[src/rtl/mem_port_arbiter_if.sv]
// mem_port_arbiter_if: requester handshakes and memory-side bus of the shared memory port.
interface mem_port_arbiter_if #(
    parameter int ADDR_W = 64,
    parameter int DATA_W = 64
);
    logic              if_req;
    logic [ADDR_W-1:0] if_addr;
    logic              if_ack;
    logic [DATA_W-1:0] if_rdata;
    logic              d_req;
    logic              d_we;
    logic [ADDR_W-1:0] d_addr;
    logic [DATA_W-1:0] d_wdata;
    logic              d_ack;
    logic [DATA_W-1:0] d_rdata;
    logic [ADDR_W-1:0] mem_addr;
    logic [DATA_W-1:0] mem_wdata;
    logic              mem_we;
    logic [DATA_W-1:0] mem_rdata;
    logic              busy;
    logic              owner;
    modport slave (
        input  if_req, if_addr, d_req, d_we, d_addr, d_wdata, mem_rdata,
        output if_ack, if_rdata, d_ack, d_rdata, mem_addr, mem_wdata, mem_we, busy, owner
    );
    modport master (
        output if_req, if_addr, d_req, d_we, d_addr, d_wdata, mem_rdata,
        input  if_ack, if_rdata, d_ack, d_rdata, mem_addr, mem_wdata, mem_we, busy, owner
    );
endinterface

[src/rtl/mem_port_arbiter.sv]
// mem_port_arbiter: alternating-priority arbiter sequencing fetch and load/store accesses onto one memory port.
module mem_port_arbiter #(
    parameter int ADDR_W  = 64,
    parameter int DATA_W  = 64,
    parameter int MEM_LAT = 2
) (
    input logic clk,
    input logic reset,
    mem_port_arbiter_if.slave bus
);
    typedef enum logic [1:0] {IDLE, ACCESS, WAIT, RESP} state_t;
    state_t            state;
    logic [3:0]        cnt;
    logic              last_owner;
    logic              owner;
    logic              we;
    logic [ADDR_W-1:0] addr;
    logic [DATA_W-1:0] wdata;
    logic              gnt_d;
    // On a tie, the requester that was not served last wins.
    assign gnt_d = bus.d_req & (~bus.if_req | ~last_owner);
    assign bus.busy = state != IDLE;
    assign bus.owner = owner;
    assign bus.mem_addr = addr;
    assign bus.mem_wdata = wdata;
    always_ff @(posedge clk or posedge reset) begin
        if (reset) begin
            state        <= IDLE;
            cnt          <= '0;
            last_owner   <= 1'b0;
            owner        <= 1'b0;
            we           <= 1'b0;
            addr         <= '0;
            wdata        <= '0;
            bus.if_ack   <= 1'b0;
            bus.d_ack    <= 1'b0;
            bus.mem_we   <= 1'b0;
            bus.if_rdata <= '0;
            bus.d_rdata  <= '0;
        end else begin
            bus.if_ack <= 1'b0;
            bus.d_ack  <= 1'b0;
            bus.mem_we <= 1'b0;
            unique case (state)
                IDLE: if (bus.if_req | bus.d_req) begin
                    owner      <= gnt_d;
                    last_owner <= gnt_d;
                    addr       <= gnt_d ? bus.d_addr : bus.if_addr;
                    wdata      <= bus.d_wdata;
                    we         <= gnt_d & bus.d_we;
                    bus.mem_we <= gnt_d & bus.d_we;
                    state      <= ACCESS;
                end
                ACCESS: if (we) begin
                    bus.d_ack <= 1'b1;
                    state     <= RESP;
                end else begin
                    cnt   <= 4'(MEM_LAT);
                    state <= WAIT;
                end
                WAIT: begin
                    cnt <= cnt - 4'd1;
                    if (cnt == 4'd1) begin
                        if (owner) bus.d_rdata <= bus.mem_rdata;
                        else bus.if_rdata <= bus.mem_rdata;
                        bus.if_ack <= ~owner;
                        bus.d_ack  <= owner;
                        state      <= RESP;
                    end
                end
                RESP: state <= IDLE;
            endcase
        end
    end
endmodule

[src/flat_wrapper.sv]
// flat-port wrapper written by rule: the top's interface ports become plain ports
module mem_port_arbiter_flat 
#(
    parameter int ADDR_W  = 64,
    parameter int DATA_W  = 64,
    parameter int MEM_LAT = 2
)
  (clk, reset, bus_if_req, bus_if_addr, bus_d_req, bus_d_we, bus_d_addr, bus_d_wdata, bus_mem_rdata, bus_if_ack, bus_if_rdata, bus_d_ack, bus_d_rdata, bus_mem_addr, bus_mem_wdata, bus_mem_we, bus_busy, bus_owner);
  mem_port_arbiter_if #(.ADDR_W(ADDR_W), .DATA_W(DATA_W)) bus_i ();
  input logic clk;
  input logic reset;
  input wire logic [$bits(bus_i.if_req)-1:0] bus_if_req;
  input wire logic [$bits(bus_i.if_addr)-1:0] bus_if_addr;
  input wire logic [$bits(bus_i.d_req)-1:0] bus_d_req;
  input wire logic [$bits(bus_i.d_we)-1:0] bus_d_we;
  input wire logic [$bits(bus_i.d_addr)-1:0] bus_d_addr;
  input wire logic [$bits(bus_i.d_wdata)-1:0] bus_d_wdata;
  input wire logic [$bits(bus_i.mem_rdata)-1:0] bus_mem_rdata;
  output wire logic [$bits(bus_i.if_ack)-1:0] bus_if_ack;
  output wire logic [$bits(bus_i.if_rdata)-1:0] bus_if_rdata;
  output wire logic [$bits(bus_i.d_ack)-1:0] bus_d_ack;
  output wire logic [$bits(bus_i.d_rdata)-1:0] bus_d_rdata;
  output wire logic [$bits(bus_i.mem_addr)-1:0] bus_mem_addr;
  output wire logic [$bits(bus_i.mem_wdata)-1:0] bus_mem_wdata;
  output wire logic [$bits(bus_i.mem_we)-1:0] bus_mem_we;
  output wire logic [$bits(bus_i.busy)-1:0] bus_busy;
  output wire logic [$bits(bus_i.owner)-1:0] bus_owner;
  assign bus_i.if_req = bus_if_req;
  assign bus_i.if_addr = bus_if_addr;
  assign bus_i.d_req = bus_d_req;
  assign bus_i.d_we = bus_d_we;
  assign bus_i.d_addr = bus_d_addr;
  assign bus_i.d_wdata = bus_d_wdata;
  assign bus_i.mem_rdata = bus_mem_rdata;
  assign bus_if_ack = bus_i.if_ack;
  assign bus_if_rdata = bus_i.if_rdata;
  assign bus_d_ack = bus_i.d_ack;
  assign bus_d_rdata = bus_i.d_rdata;
  assign bus_mem_addr = bus_i.mem_addr;
  assign bus_mem_wdata = bus_i.mem_wdata;
  assign bus_mem_we = bus_i.mem_we;
  assign bus_busy = bus_i.busy;
  assign bus_owner = bus_i.owner;
  mem_port_arbiter #(.ADDR_W(ADDR_W), .DATA_W(DATA_W), .MEM_LAT(MEM_LAT)) u_core (.clk(clk), .reset(reset), .bus(bus_i));
endmodule
[config.mk]
export PLATFORM = sky130hd
export DESIGN_NAME = mem_port_arbiter_flat
export DESIGN_NICKNAME = d
export VERILOG_FILES = /design/src/rtl/mem_port_arbiter_if.sv /design/src/rtl/mem_port_arbiter.sv /design/src/flat_wrapper.sv
export SDC_FILE = /design/constraint.sdc
export NUM_CORES = 1
export LEC_CHECK = 0
export CORE_ASPECT_RATIO = 0.5
export CORE_MARGIN = 2
export CORE_UTILIZATION = 30
export CTS_CLUSTER_DIAMETER = 200
export DETAILED_ROUTE_END_ITERATION = 8
export PLACE_DENSITY_LB_ADDON = 0.1
export SLEW_MARGIN = 20
export SYNTH_ARGS = -nofsm -noshare
export SYNTH_HDL_FRONTEND = slang
export SYNTH_SLANG_ARGS = --single-unit
[constraint.sdc]
create_clock -name clk -period 9.65 [get_ports clk]
set_input_delay 1.93 -clock clk [delete_from_list [all_inputs] [get_ports clk]]
set_output_delay 1.93 -clock clk [all_outputs]
set_load 0.02 [all_outputs]
======== Yosys cells after proc, flatten, opt, wreduce, memory -nomap -nowiden ========
Index checks and enable logic that the tools add are counted.
Widths: inputs -> output; s select.
cells by class
  $add $sub $neg .......................... 1
  equality and inequality tests ........... 7
  muxes and demuxes ....................... 14
  bitwise gates (word level) .............. 6
  reductions and logical operators ........ 8
operator list
  kind                 number
  $mux 64              1
  $pmux 2 s4           1
  $pmux 4 s2           1
  $mux 1               7
  $reduce_and 2->1     3
  $reduce_and 3->1     2
  $eq 2x2->1 const B   2
  $eq 4x1->1 const B   1
  $mux 2               2
  $mux 4               1
  $ne 2x1->1 const B   2
  $reduce_bool 2->1    2
  $sub 4x1->4 const B  1
  $and 1x1->1          2
  $eq 2x1->1 const B   1
  $logic_not 2->1      1
  $ne 2x2->1 const B   1
  $not 1->1            2
  $or 1x1->1           2
  $pmux 1 s2           1
word-level totals
  flip-flop bits (word level) ............. 267
  logic and storage cells ................. 47

======== Longest topological paths before layout ========
  depth after elaboration ................. 6
  mapped depth ............................ 8
  mapped depth without buffers ............ 5

======== Worst setup path before layout ========
Ideal clock, no wire load.
  kind .................................... input-to-reg
  start point ............................. input port bus_if_req
  end point ............................... register u_core.wdata[0], in the netlist u_core.bus.mem_wdata[0]
  setup time .............................. 125 ps
  arrival time ............................ 2905 ps
  required time ........................... 9525 ps
  path slack .............................. 6620 ps
  cell stages on the path ................. 4
  cell sequence ........................... o21ai_0 > buf_4 > buf_4 > mux2_2
on the way
  longest elaborated chain between the ends .. 2
RTL lines
  item                               line                    RTL
  from (decl)                        flat_wrapper.sv:12      input wire logic [$bits(bus_i.if_req)-1:0] bus_if_req;
  $or 1x1->1                         mem_port_arbiter.sv:45  IDLE: if (bus.if_req | bus.d_req) begin
  $reduce_and 2->1 (no source line)  --
  to (signal assigned)               mem_port_arbiter.sv:49  wdata <= bus.d_wdata;
  to (decl)                          mem_port_arbiter.sv:18  logic [DATA_W-1:0] wdata;
Every way passes these cells.
A chain may end at the register's enable or synchronous reset.

======== Worst setup path after layout ========
  start point ............................. register u_core.state[0]
  end point ............................... output port bus_busy
on the way
  longest elaborated chain between the ends .. 1
RTL lines
  item                    line                    RTL
  from (decl)             mem_port_arbiter.sv:12  state_t state;
  from (signal assigned)  mem_port_arbiter.sv:28  state <= IDLE;
  from (signal assigned)  mem_port_arbiter.sv:52  state <= ACCESS;
  from (signal assigned)  mem_port_arbiter.sv:56  state <= RESP;
  $reduce_bool 2->1       mem_port_arbiter.sv:22  assign bus.busy = state != IDLE;
  to (decl)               flat_wrapper.sv:26      output wire logic [$bits(bus_i.busy)-1:0] bus_busy;
Every way passes these cells.

==> flow_metrics.tcl <==
set metrics [dict create \
    antenna_cells 0 \
    cts.sinks 267 \
    drt_pre_antenna_iters 4 \
    outcome "finished, final reports clean" \
    fin_tns_setup_ns 0 \
    max-vdd-ir-drop_uv 132.5 \
    power_density_nw_per_um2 328.1 \
    startpoint_kind_of_the_worst_setup_timing_path "register" \
    cts_resized 0 \
    maxClockFrequency_mhz 247.2 \
    num_vias 7699 \
    starting_density_of_the_core 0.3032 \
    cts-htree-levels 1 \
    drv.max_cap_violation_count 0 \
    inst_count_dp 1704 \
    rows 49 \
    final_hold_viol_count 0 \
    yosys.cell_types.count 34 \
    slew_violations 0 \
    gp_congestion 0.8655 \
    synth_area_sq_um 10860 \
    setup_viol_count_final 0 \
    holdBufCountCts 0 \
    clock_skew_ns 0.007719 \
    fin_total_pwr_uw 5700 \
    layout.nets 1517 \
    worst_path_required_time_ns 7.72 \
    total_leakage_power_uw 0.007634 \
    syn_avg_cell_area_sq_um 14.79 \
    post_synth_inst_count 734 \
    drt_drc_violations_left 0 \
    fraction_of_final_layout_cells_sized_beyond_drive_strength_1 0.1937 \
    routed_wire_length_per_instance_um 19.29 \
    core_sq_um 35800 \
    total_global_routing_track_utilization 0.1750 \
    number_of_flops_mapped_to_enable_cells_by_yosys 0 \
    postSynthRegisterBits 267 \
    floorplan.die.width_um 273.0 \
    post_cts.repair.setup_buffers 0 \
    post-dp-hpwl_um 24830 \
    syn_to_final_growth_pct 60.06 \
    total_length_of_routed_wires_um 33840 \
    drt_first_iter_violations 297 \
    setup_repair_after_global_routing_missed_its_margin "false" \
    clk_pin_slew_worst_paths_ns 0.06 \
    worst_pin_slew_ns 0.9823 \
    number_of_cells_in_the_finished_layout_apart_from_fillers 1754 \
    floorplan.die_area_sq_um 37820 \
    grt_pass1_wl_um 51070 \
    cts-buffers-inserted 27 \
    largest_net_degree_at_the_start_of_global_routing 126 \
    timing.final.crit_period_ns 4.045 \
    via_per_inst 4.389 \
    port-buffer-count 521 \
    grt_overflow_total 0 \
    cts_tree "built" \
    clock-root-buffer "sky130_fd_sc_hd__clkbuf_16" \
    clock_latency_ns 0.54 \
    ys_warn_count 0 \
    ios 522 \
    ys_dominant_reg_cell "sky130_fd_sc_hd__dfrtp_1" \
    die_h_um 138.5 \
    worstSetupPathType "reg2out" \
    critical_path.max_fanout 7 \
    clock_path_buffers 3 \
    synth_nets 1000 \
    tcrit_tclk_final 0.4192 \
    detail-route-antenna-nets 0 \
    worstHoldPathType "reg2reg" \
    via_count_of_the_first_global_routing_pass 8268 \
    synth-seq-area-share 0.6155 \
    max_slew_margin 0.3451 \
    grt_antenna_before_repair 0 \
    async_flop_share 1.000 \
    cp.arrival_ns 2.11 \
    critPathCaptureType "output pin" \
]
routing by layer:
| metal | up-vias | routed length [um] | part of all wire | GRT usage |
|---|---|---|---|---|
| met5 | - | 0 | 0 | 0 |
| met4 | 0 | 878 | 0.026 | 0.04659 |
| met3 | 52 | 1185 | 0.035 | 0.03526 |
| met2 | 148 | 18700 | 0.55 | 0.3299 |
| met1 | 3894 | 13080 | 0.39 | 0.2007 |
| li1 | 3605 | - | - | - |
where the power goes:
part	switching, uW	internal (uW)
registers	280	1630
logic	1310	1420
clock network	453	607
layout by cell type (no fill, tap or decap), drive strengths merged:
cell / count
a21bo: 1
a32oi: 1
o21ai: 66
nand3: 1
and3: 2
dfrtp: 267
or3b: 1
a21boi: 2
bufinv: 2
o211a: 1
a21oi: 2
clkinv: 5
nand2b: 1
nor2: 1
clkbuf: 39
a22o: 2
nor3: 1
nand2: 66
clkdlybuf4s50: 521
inv: 7
and4bb: 1
mux2: 194
a22oi: 1
a221o: 1
mux2i: 65
a31oi: 1
buf: 9
ha: 5
clkinvlp: 1
nor2b: 1
a21o: 2
worst max-delay path, cell delays in order (launching register included):
cell and delay (ns):
sky130_fd_sc_hd__dfrtp_1 0.41, sky130_fd_sc_hd__inv_1 0.11, sky130_fd_sc_hd__ha_1 0.37, sky130_fd_sc_hd__inv_1 0.10, sky130_fd_sc_hd__clkdlybuf4s50_1 0.59
synthesized netlist by cell type, types with 2 or more instances:
| cell | n | area share |
|---|---|---|
| sky130_fd_sc_hd__a21o_1 | 2 | 0.0014 |
| sky130_fd_sc_hd__a21oi_1 | 2 | 0.00092 |
| sky130_fd_sc_hd__a22o_1 | 2 | 0.0016 |
| sky130_fd_sc_hd__and3_1 | 2 | 0.0012 |
| sky130_fd_sc_hd__buf_2 | 11 | 0.0051 |
| sky130_fd_sc_hd__buf_4 | 10 | 0.0069 |
| sky130_fd_sc_hd__buf_6 | 12 | 0.012 |
| sky130_fd_sc_hd__clkbuf_1 | 5 | 0.0017 |
| sky130_fd_sc_hd__clkbuf_4 | 4 | 0.0028 |
| sky130_fd_sc_hd__dfrtp_1 | 267 | 0.62 |
| sky130_fd_sc_hd__ha_1 | 5 | 0.0058 |
| sky130_fd_sc_hd__inv_1 | 6 | 0.0021 |
| sky130_fd_sc_hd__mux2_1 | 5 | 0.0052 |
| sky130_fd_sc_hd__mux2_2 | 140 | 0.15 |
| sky130_fd_sc_hd__mux2_4 | 49 | 0.068 |
| sky130_fd_sc_hd__mux2i_1 | 65 | 0.060 |
| sky130_fd_sc_hd__nand2_1 | 66 | 0.023 |
| sky130_fd_sc_hd__o21ai_0 | 57 | 0.026 |
| sky130_fd_sc_hd__o21ai_1 | 9 | 0.0041 |
through the flow:
stage	worst slack (ns)	instance area, sq um	utilization	hold WS (ns)
final	5.605	17380	0.4853	0.4778
after global routing	5.476	17380	0.4853	0.4975
after CTS	5.536	17320	0.4839	0.4842
after detailed placement	5.356	16450	0.4595	0.4693
after global placement	5.388	16450	0.4595	0.4603
after floorplan	0.3664	10860	-	0.5010
final timing paths:
| path | start | to | slack, ns | depth (start not counted) |
|---|---|---|---|---|
| worst min register to register | u_core.bus.mem_addr[61] | u_core.bus.mem_addr[61] | 0.48 | 2 |
| max in group asynchronous | reset | u_core.bus.mem_addr[57] | 6.21 | 3 |
| worst max register to register | u_core.state[0] | u_core.bus.if_rdata[56] | 6.86 | 7 |
| min in group asynchronous | reset | u_core.bus.if_rdata[22] | 1.98 | 2 |
| worst max-delay path | u_core.state[0] | bus_busy | 5.61 | 4 |
| worst min-delay path | u_core.bus.mem_addr[61] | u_core.bus.mem_addr[61] | 0.48 | 2 |
cell families (layout without fill, tap and decap cells):
logic type / after synthesis / after routing / share of synthesized area
adders and majority gates: 5 / 5 / 0.005763
muxes: 259 / 259 / 0.2781
AOI/OAI and AO/OA: 80 / 80 / 0.04057
DFF: 267 / 267 / 0.6155
buffers and inverters: 48 / 584 / 0.03100
and+or+nand+nor: 75 / 75 / 0.02904
flip-flops by register name (all words and copies together) (netlist names):
name,flops
u_core.cnt,4
u_core.last_owner,1
u_core.bus.mem_addr,64
u_core.bus.if_ack,1
u_core.bus.d_rdata,64
u_core.state,2
u_core.bus.d_ack,1
u_core.bus.if_rdata,64
u_core.we,1
u_core.bus.mem_wdata,64
u_core.bus.mem_we,1
layout make-up:
cell class,instances,area (sq um)
flip-flops and latches,267,6681
clock inverters,9,101.3
repair buffers,530,5319
clock buffers,39,770.7
multi-input cells,419,3867
well taps,484,605.6
fillers,3201,18430
inverters,6,30.03
Note: power is estimated with default switching activity, not from simulation.
